**src/rtl/pong_pkg.sv**
```systemverilog
// Shared types, default playfield geometry and helpers for the pong game engine.
package pong_pkg;

    typedef enum logic [1:0] {
        SERVE     = 2'd0,
        PLAY      = 2'd1,
        POINT     = 2'd2,
        GAME_OVER = 2'd3
    } game_state_t;

    localparam int DEF_SCREEN_W        = 640;
    localparam int DEF_SCREEN_H        = 480;
    localparam int DEF_BALL_SIZE       = 25;
    localparam int DEF_PADDLE_W        = 10;
    localparam int DEF_PADDLE_H        = 150;
    localparam int DEF_PADDLE_L_X      = 40;
    localparam int DEF_PADDLE_R_X      = 600;
    localparam int DEF_PADDLE_VEL      = 6;
    localparam int DEF_BALL_SPEED_INIT = 4;
    localparam int DEF_BALL_SPEED_MAX  = 12;
    localparam int DEF_SCORE_MAX       = 9;
    localparam int DEF_PAUSE_TICKS     = 60;

    function automatic int clamp(input int v, input int lo, input int hi);
        int r;
        r = v;
        if (v < lo) begin
            r = lo;
        end else if (v > hi) begin
            r = hi;
        end
        return r;
    endfunction

endpackage

```
**src/rtl/pong_paddle.sv**
```systemverilog
// One paddle: vertical position register stepped by up/down buttons on enabled ticks.
module pong_paddle
    import pong_pkg::*;
#(
    parameter int PADDLE_H   = DEF_PADDLE_H,
    parameter int PADDLE_VEL = DEF_PADDLE_VEL,
    parameter int SCREEN_H   = DEF_SCREEN_H
) (
    input  logic                        clk_i,
    input  logic                        reset_i,
    input  logic                        enable_i,
    input  logic                        up_i,
    input  logic                        down_i,
    output logic [$clog2(SCREEN_H)-1:0] pos_o
);

    localparam int YW      = $clog2(SCREEN_H);
    localparam int POS_MAX = SCREEN_H - PADDLE_H;
    localparam logic [YW-1:0] POS_RESET = YW'((SCREEN_H - PADDLE_H) / 2);

    logic [YW-1:0] pos_q, pos_d;
    int            step;

    // Pressing both buttons cancels out, same as pressing neither.
    always_comb begin
        step  = 0;
        pos_d = pos_q;
        if (up_i && !down_i) begin
            step = -PADDLE_VEL;
        end else if (down_i && !up_i) begin
            step = PADDLE_VEL;
        end
        if (enable_i) begin
            pos_d = YW'(clamp(int'(pos_q) + step, 0, POS_MAX));
        end
    end

    always_ff @(posedge clk_i) begin
        if (reset_i) begin
            pos_q <= POS_RESET;
        end else begin
            pos_q <= pos_d;
        end
    end

    assign pos_o = pos_q;

endmodule

```
**src/rtl/pong_game_engine.sv**
```systemverilog
// Pong game state: ball physics, paddle bounces, scoring and serve/point/game-over sequencing.
module pong_game_engine
    import pong_pkg::*;
#(
    parameter int SCREEN_W        = DEF_SCREEN_W,
    parameter int SCREEN_H        = DEF_SCREEN_H,
    parameter int BALL_SIZE       = DEF_BALL_SIZE,
    parameter int PADDLE_W        = DEF_PADDLE_W,
    parameter int PADDLE_H        = DEF_PADDLE_H,
    parameter int PADDLE_L_X      = DEF_PADDLE_L_X,
    parameter int PADDLE_R_X      = DEF_PADDLE_R_X,
    parameter int PADDLE_VEL      = DEF_PADDLE_VEL,
    parameter int BALL_SPEED_INIT = DEF_BALL_SPEED_INIT,
    parameter int BALL_SPEED_MAX  = DEF_BALL_SPEED_MAX,
    parameter int SCORE_MAX       = DEF_SCORE_MAX,
    parameter int PAUSE_TICKS     = DEF_PAUSE_TICKS
) (
    input  logic                        pixel_clk,
    input  logic                        reset,
    input  logic                        frame_tick,
    input  logic                        serve,
    input  logic                        l_up,
    input  logic                        l_down,
    input  logic                        r_up,
    input  logic                        r_down,
    output logic [$clog2(SCREEN_W)-1:0] ball_x,
    output logic [$clog2(SCREEN_H)-1:0] ball_y,
    output logic [$clog2(SCREEN_H)-1:0] paddle_l_y,
    output logic [$clog2(SCREEN_H)-1:0] paddle_r_y,
    output logic [3:0]                  score_l,
    output logic [3:0]                  score_r,
    output logic [1:0]                  state,
    output logic                        hit_pulse,
    output logic                        point_pulse,
    output logic                        game_over
);

    localparam int XW = $clog2(SCREEN_W);
    localparam int YW = $clog2(SCREEN_H);
    localparam int VW = ((XW > YW) ? XW : YW) + 2;
    localparam int PW = $clog2(PAUSE_TICKS + 1);

    localparam logic [XW-1:0]        X_CTR  = XW'((SCREEN_W - BALL_SIZE) / 2);
    localparam logic [YW-1:0]        Y_CTR  = YW'((SCREEN_H - BALL_SIZE) / 2);
    localparam logic signed [VW-1:0] V_INIT = VW'(BALL_SPEED_INIT);
    localparam logic signed [VW-1:0] V_MAX  = VW'(BALL_SPEED_MAX);
    localparam logic signed [VW-1:0] V_ONE  = VW'(1);
    localparam logic signed [VW-1:0] ZERO   = '0;
    localparam logic signed [VW-1:0] L_FACE = VW'(PADDLE_L_X + PADDLE_W);
    localparam logic signed [VW-1:0] R_FACE = VW'(PADDLE_R_X - BALL_SIZE);
    localparam logic signed [VW-1:0] X_MAX  = VW'(SCREEN_W - BALL_SIZE);
    localparam logic signed [VW-1:0] Y_MAX  = VW'(SCREEN_H - BALL_SIZE);
    localparam logic [PW-1:0]        PAUSE_LAST = PW'(PAUSE_TICKS - 1);
    localparam logic [3:0]           S_MAX  = 4'(SCORE_MAX);

    game_state_t            state_q, state_d;
    logic [XW-1:0]          ballX_q, ballX_d;
    logic [YW-1:0]          ballY_q, ballY_d;
    logic signed [VW-1:0]   vx_q, vx_d;
    logic signed [VW-1:0]   vy_q, vy_d;
    logic [3:0]             scoreL_q, scoreL_d;
    logic [3:0]             scoreR_q, scoreR_d;
    logic                   lastLeft_q, lastLeft_d;
    logic [PW-1:0]          pauseCnt_q, pauseCnt_d;
    logic                   hitPulse_q, hitPulse_d;
    logic                   pointPulse_q, pointPulse_d;

    logic [YW-1:0]          padL, padR;
    logic                   padEnable;
    logic signed [VW-1:0]   nx, ny, absVx, absVy, boost;
    logic                   overlapL, overlapR;

    assign padEnable = frame_tick && (state_q == SERVE || state_q == PLAY);

    pong_paddle #(
        .PADDLE_H   (PADDLE_H),
        .PADDLE_VEL (PADDLE_VEL),
        .SCREEN_H   (SCREEN_H)
    ) u_paddleL (
        .clk_i    (pixel_clk),
        .reset_i  (reset),
        .enable_i (padEnable),
        .up_i     (l_up),
        .down_i   (l_down),
        .pos_o    (padL)
    );

    pong_paddle #(
        .PADDLE_H   (PADDLE_H),
        .PADDLE_VEL (PADDLE_VEL),
        .SCREEN_H   (SCREEN_H)
    ) u_paddleR (
        .clk_i    (pixel_clk),
        .reset_i  (reset),
        .enable_i (padEnable),
        .up_i     (r_up),
        .down_i   (r_down),
        .pos_o    (padR)
    );

    // Positions are zero-extended into the wider signed velocity width so edge tests never wrap.
    always_comb begin
        nx       = $signed({{(VW-XW){1'b0}}, ballX_q}) + vx_q;
        ny       = $signed({{(VW-YW){1'b0}}, ballY_q}) + vy_q;
        absVx    = vx_q[VW-1] ? -vx_q : vx_q;
        absVy    = vy_q[VW-1] ? -vy_q : vy_q;
        boost    = (absVx + V_ONE > V_MAX) ? V_MAX : absVx + V_ONE;
        overlapL = (int'(ballY_q) + BALL_SIZE > int'(padL)) && (int'(ballY_q) < int'(padL) + PADDLE_H);
        overlapR = (int'(ballY_q) + BALL_SIZE > int'(padR)) && (int'(ballY_q) < int'(padR) + PADDLE_H);
    end

    always_comb begin
        state_d      = state_q;
        ballX_d      = ballX_q;
        ballY_d      = ballY_q;
        vx_d         = vx_q;
        vy_d         = vy_q;
        scoreL_d     = scoreL_q;
        scoreR_d     = scoreR_q;
        lastLeft_d   = lastLeft_q;
        pauseCnt_d   = pauseCnt_q;
        hitPulse_d   = 1'b0;
        pointPulse_d = 1'b0;

        if (frame_tick) begin
            case (state_q)
                SERVE: begin
                    ballX_d = X_CTR;
                    ballY_d = Y_CTR;
                    if (serve) begin
                        state_d = PLAY;
                        vy_d    = V_INIT;
                        vx_d    = lastLeft_q ? V_INIT : -V_INIT;
                    end
                end
                PLAY: begin
                    if (ny <= ZERO) begin
                        ballY_d = '0;
                        vy_d    = absVy;
                    end else if (ny >= Y_MAX) begin
                        ballY_d = Y_MAX[YW-1:0];
                        vy_d    = -absVy;
                    end else begin
                        ballY_d = ny[YW-1:0];
                    end

                    // A paddle hit takes priority over the edge test for the same tick.
                    if (vx_q[VW-1] && $signed({{(VW-XW){1'b0}}, ballX_q}) >= L_FACE &&
                        nx <= L_FACE && overlapL) begin
                        ballX_d    = L_FACE[XW-1:0];
                        vx_d       = boost;
                        hitPulse_d = 1'b1;
                    end else if (!vx_q[VW-1] && vx_q != ZERO &&
                                 $signed({{(VW-XW){1'b0}}, ballX_q}) <= R_FACE &&
                                 nx >= R_FACE && overlapR) begin
                        ballX_d    = R_FACE[XW-1:0];
                        vx_d       = -boost;
                        hitPulse_d = 1'b1;
                    end else if (nx <= ZERO) begin
                        ballX_d      = '0;
                        scoreR_d     = (scoreR_q < S_MAX) ? scoreR_q + 4'd1 : scoreR_q;
                        lastLeft_d   = 1'b0;
                        pointPulse_d = 1'b1;
                        pauseCnt_d   = '0;
                        state_d      = POINT;
                    end else if (nx >= X_MAX) begin
                        ballX_d      = X_MAX[XW-1:0];
                        scoreL_d     = (scoreL_q < S_MAX) ? scoreL_q + 4'd1 : scoreL_q;
                        lastLeft_d   = 1'b1;
                        pointPulse_d = 1'b1;
                        pauseCnt_d   = '0;
                        state_d      = POINT;
                    end else begin
                        ballX_d = nx[XW-1:0];
                    end
                end
                POINT: begin
                    if (pauseCnt_q == PAUSE_LAST) begin
                        ballX_d = X_CTR;
                        ballY_d = Y_CTR;
                        state_d = (scoreL_q == S_MAX || scoreR_q == S_MAX) ? GAME_OVER : SERVE;
                    end else begin
                        pauseCnt_d = pauseCnt_q + PW'(1);
                    end
                end
                GAME_OVER: begin
                    if (serve) begin
                        scoreL_d   = '0;
                        scoreR_d   = '0;
                        lastLeft_d = 1'b1;
                        state_d    = SERVE;
                    end
                end
            endcase
        end
    end

    always_ff @(posedge pixel_clk) begin
        if (reset) begin
            state_q      <= SERVE;
            ballX_q      <= X_CTR;
            ballY_q      <= Y_CTR;
            vx_q         <= V_INIT;
            vy_q         <= V_INIT;
            scoreL_q     <= '0;
            scoreR_q     <= '0;
            lastLeft_q   <= 1'b1;
            pauseCnt_q   <= '0;
            hitPulse_q   <= 1'b0;
            pointPulse_q <= 1'b0;
        end else begin
            state_q      <= state_d;
            ballX_q      <= ballX_d;
            ballY_q      <= ballY_d;
            vx_q         <= vx_d;
            vy_q         <= vy_d;
            scoreL_q     <= scoreL_d;
            scoreR_q     <= scoreR_d;
            lastLeft_q   <= lastLeft_d;
            pauseCnt_q   <= pauseCnt_d;
            hitPulse_q   <= hitPulse_d;
            pointPulse_q <= pointPulse_d;
        end
    end

    assign ball_x      = ballX_q;
    assign ball_y      = ballY_q;
    assign paddle_l_y  = padL;
    assign paddle_r_y  = padR;
    assign score_l     = scoreL_q;
    assign score_r     = scoreR_q;
    assign state       = state_q;
    assign hit_pulse   = hitPulse_q;
    assign point_pulse = pointPulse_q;
    assign game_over   = (state_q == GAME_OVER);

endmodule

```
**config.mk**
```make
export PLATFORM = sky130hd
export DESIGN_NAME = pong_game_engine
export DESIGN_NICKNAME = d
export VERILOG_FILES = /design/src/rtl/pong_pkg.sv /design/src/rtl/pong_paddle.sv /design/src/rtl/pong_game_engine.sv
export SDC_FILE = /design/constraint.sdc
export NUM_CORES = 1
export LEC_CHECK = 0
export ABC_AREA = 1
export CAP_MARGIN = 20
export CORE_ASPECT_RATIO = 0.7
export CORE_UTILIZATION = 25
export DETAILED_ROUTE_END_ITERATION = 8
export GPL_ROUTABILITY_DRIVEN = 0
export PLACE_DENSITY = 0.42
export SLEW_MARGIN = 20
export SYNTH_ARGS = -nofsm -noshare
export SYNTH_HDL_FRONTEND = slang
export SYNTH_SLANG_ARGS = --single-unit
```
**constraint.sdc**
```tcl
create_clock -name pixel_clk -period 3.98 [get_ports pixel_clk]
set_clock_uncertainty 0.05 [all_clocks]
set_input_delay 0.796 -clock pixel_clk [delete_from_list [all_inputs] [get_ports pixel_clk]]
set_output_delay 0.796 -clock pixel_clk [all_outputs]
set_load 0.02 [all_outputs]
```
==> flow_metrics.env <==
export IMPL_grt_pass1_vias=8185
export IMPL_synthAdderAreaFrac_pct=16.5
export IMPL_hp_class="flip-flop to flip-flop"
export IMPL_wire_per_inst_um=14.7
export IMPL_synthSimpleGateAreaFrac_pct=35.8
export IMPL_totalWireLength_um=27900
export IMPL_clk_root_buffer_cell="clkbuf_16"
export IMPL_row_count=56
export IMPL_p_per_area_nw_per_um2=492
export IMPL_antenna_found_initial=0
export IMPL_drtIter0Drc=717
export IMPL_ys_flop_type="dfxtp_1"
export IMPL_p_total_mw=5.24
export IMPL_cpMostUsedCell="inv_1"
export IMPL_setup_viol=0
export IMPL_vdd_drop_max_mv=0.208
export IMPL_syn_to_final_growth_pct=24.3
export IMPL_slew_headroom_pct=36.7
export IMPL_cp_required_ns=4.16
export IMPL_power_frac_comb_pct=61.7
export IMPL_grt_ovfl_total=0
export IMPL_gr_usage_all_layers_pct=16.4
export IMPL_initial_core_util_pct=25.5
export IMPL_yosysWarnings=0
export IMPL_max_clock_path_buffers=2
export IMPL_cts_tree="built"
export IMPL_crit_slowest_cell="fa_2"
export IMPL_nNetsFinal=1585
export IMPL_clk_latency_ns=0.37
export IMPL_finalHoldViolCount=0
export IMPL_cap_viol_max_count=0
export IMPL_pwr_share_clk_pct=16.9
export IMPL_p_int_mw=2.57
export IMPL_status="finished, final reports clean"
export IMPL_synth_top_family_by_area="simple AND/OR/NAND/NOR gates"
export IMPL_synthMuxAreaShare_pct=0
export IMPL_synth_compound_area_share_pct=13.7
export IMPL_grt_first_pass_wirelength_um=45200
export IMPL_final_max_slew_viol_count=0
export IMPL_yosysSeqAreaShare_pct=18.4
export IMPL_dpl_hpwl_um=22300
export IMPL_max_freq_ghz=0.279
export IMPL_synth_area_sq_um=8570
export IMPL_path_class="input pin to flip-flop"
export IMPL_rsz0062_at_grt="false"
export IMPL_htreeDepth=3
export IMPL_synth_edf_count=0
export IMPL_portBuffers=57
export IMPL_yosysUniqueCellTypes=53
export IMPL_ant_nets=0
export IMPL_die_area_sq_um=35000
export IMPL_cp_max_fo=5
export IMPL_chipWidth_um=223
export IMPL_via_count=8845
export IMPL_p_leak_nw=5.10
export IMPL_utilization_pct=31.7
export IMPL_multi_input_comb_area_sq_um=6360
export IMPL_cts_sinks=79
export IMPL_cpPeakStageDelay_ns=0.37
export IMPL_switchingPower_mw=2.67
export IMPL_post_route_period_util_pct=90.2
export IMPL_synth_xor_area_share_pct=5.90
export IMPL_cts_hold_buffers_added=0
export IMPL_avgSynthCellArea_sq_um=6.39
export IMPL_path_clk_slew_ns=0.07
export IMPL_ioPinCount=58
export IMPL_path_cells="dlymetal6s2s_1 > inv_1 > ha_1 > inv_1 > ha_2 > fa_2 > nand3_2 > nand2_2 > a21oi_2 > o21bai_4 > a21oi_2 > ha_1 > inv_1 > nor4_1 > o211ai_1 > a21oi_1 > nand3_2 > o211ai_1 > a21oi_1"
export IMPL_avgViaCountPerCell=4.64
export IMPL_diodes=0
export IMPL_start_kind="input pin"
export IMPL_drtPass1Iterations=5
export IMPL_swShare_pct=50.9
export IMPL_final_layout_size_suffix_gt1_share_pct=14.1
export IMPL_cts_made_buffers=9
export IMPL_syn_nets=1460
export IMPL_drc=0
export IMPL_final_cell_count_no_fill=1905
export IMPL_cp_end_kind="flip-flop"
export IMPL_cp_arrival_ns=3.77
export IMPL_final_cell_mix="316 x nand2_1, 167 x inv_1, 135 x nor2_1, 100 x ha_1, 98 x nand3_1"
export IMPL_seqCellArea_sq_um=1580
export IMPL_post_route_min_period_ns=3.59
export IMPL_p_seq_share_pct=21.4
export IMPL_nFillCells=3677
export IMPL_timing_hold_ws_ns=0.429
export IMPL_synth_async_reset_ratio_pct=0
export IMPL_ys_seq_elements=79
export IMPL_core_sq_um=33600
export IMPL_worstMarginPinSlew_ns=0.949
export IMPL_die_h_um=157
export IMPL_dp_cells=1888
export IMPL_grt_max_degree=44
export IMPL_syn_inst=1341
export IMPL_final_common_cell="nand2_1"
==> registers in the layout, summed over array words and instances (netlist names) <==
| name | count |
|---|---|
| state | 2 |
| ball_y | 9 |
| vx_q | 12 |
| u_paddleR.pos_o | 9 |
| score_l | 4 |
| point_pulse | 1 |
| vy_q | 11 |
| ball_x | 10 |
| u_paddleL.pos_o | 9 |
| score_r | 4 |
| lastLeft_q | 1 |
| hit_pulse | 1 |
| pauseCnt_q | 6 |
==> what timing repair did <==
item / CTS / global route
endpoints found under the setup margin: 12 / 18
endpoints found under the hold margin: 0 / 0
buffers inserted: 0 / 2
pin swaps: 0 / 20
cloned: 0 / 0
gates resized for setup: 8 / 41
==> synthesized netlist by cell type (17+ instances only) <==
cell type	number	area, sq um
nand2_1	319	1200
dfxtp_1	79	1580
nand4_1	23	144
a21oi_1	100	500
nor2_1	137	514
xor2_1	45	394
inv_1	167	627
o21ai_0	61	305
ha_1	108	1350
nand3_1	105	526
nor3_1	18	90.1
inv_2	17	63.8
==> power by group through the flow <==
stage	sequential, mW	clock [mW]	combinational, mW
after global routing	1.15	0.951	3.67
after CTS	1.12	0.918	3.18
after global placement	1.14	0	3.17
final	1.12	0.888	3.23
after detailed placement	1.14	0	3.16
after floorplan	1.14	0	2.20
==> cell families (layout without fill, tap and decap cells) <==
| logic type | count (synthesis) | count (layout) |
|---|---|---|
| AND/OR/NAND/NOR | 674 | 674 |
| XOR/XNOR | 56 | 56 |
| flip-flops | 79 | 79 |
| buffers and inverters | 208 | 337 |
| adder cells (fa/ha/maj) | 111 | 111 |
| AO/OA/AOI/OAI | 213 | 213 |
==> worst paths after layout <==
check                start                 end  slack, ns  cells past startpoint
min reg2reg  pauseCnt_q[5]       pauseCnt_q[5]       0.43                      2
min          pauseCnt_q[5]       pauseCnt_q[5]       0.43                      2
max                   r_up  u_paddleR.pos_o[8]       0.39                     19
max reg2reg      ball_y[0]          score_l[1]       0.51                     17
==> through the flow <==
step                      area [sq um]  setup TNS, ns  setup WS, ns
final                            10700              0         0.392
after global routing             10700              0         0.128
after CTS                        10400              0       0.00882
after detailed placement         10100          -7.90        -0.566
after global placement           10100          -6.19        -0.414
after floorplan                   8570              0         0.270
==> routing by layer <==
metal,global-route usage [%],vias to the layer above,share of wire [%]
met2,22.4,160,38
li1,-,4651,-
met5,0,-,0
met4,2.80,0,0.87
met3,3.32,13,4.7
met1,25.9,4021,57
==> cell type report <==
cell class | count | share of cell area [%]
tap | 435 | 5.11
multi-input combinational | 1054 | 59.7
clock inverter | 5 | 0.552
clock buffer | 10 | 2.24
inverter | 187 | 6.59
timing repair buffer | 135 | 10.9
sequential | 79 | 14.8
==> worst max-delay path, delay by kind of cell <==
kind            cells  cell delay (ns)
compound gates      7             1.19
fa+ha+maj           4             0.97
simple gates        4             0.57
buf+inv             4             0.24
Power figures use the tool's default switching activity.
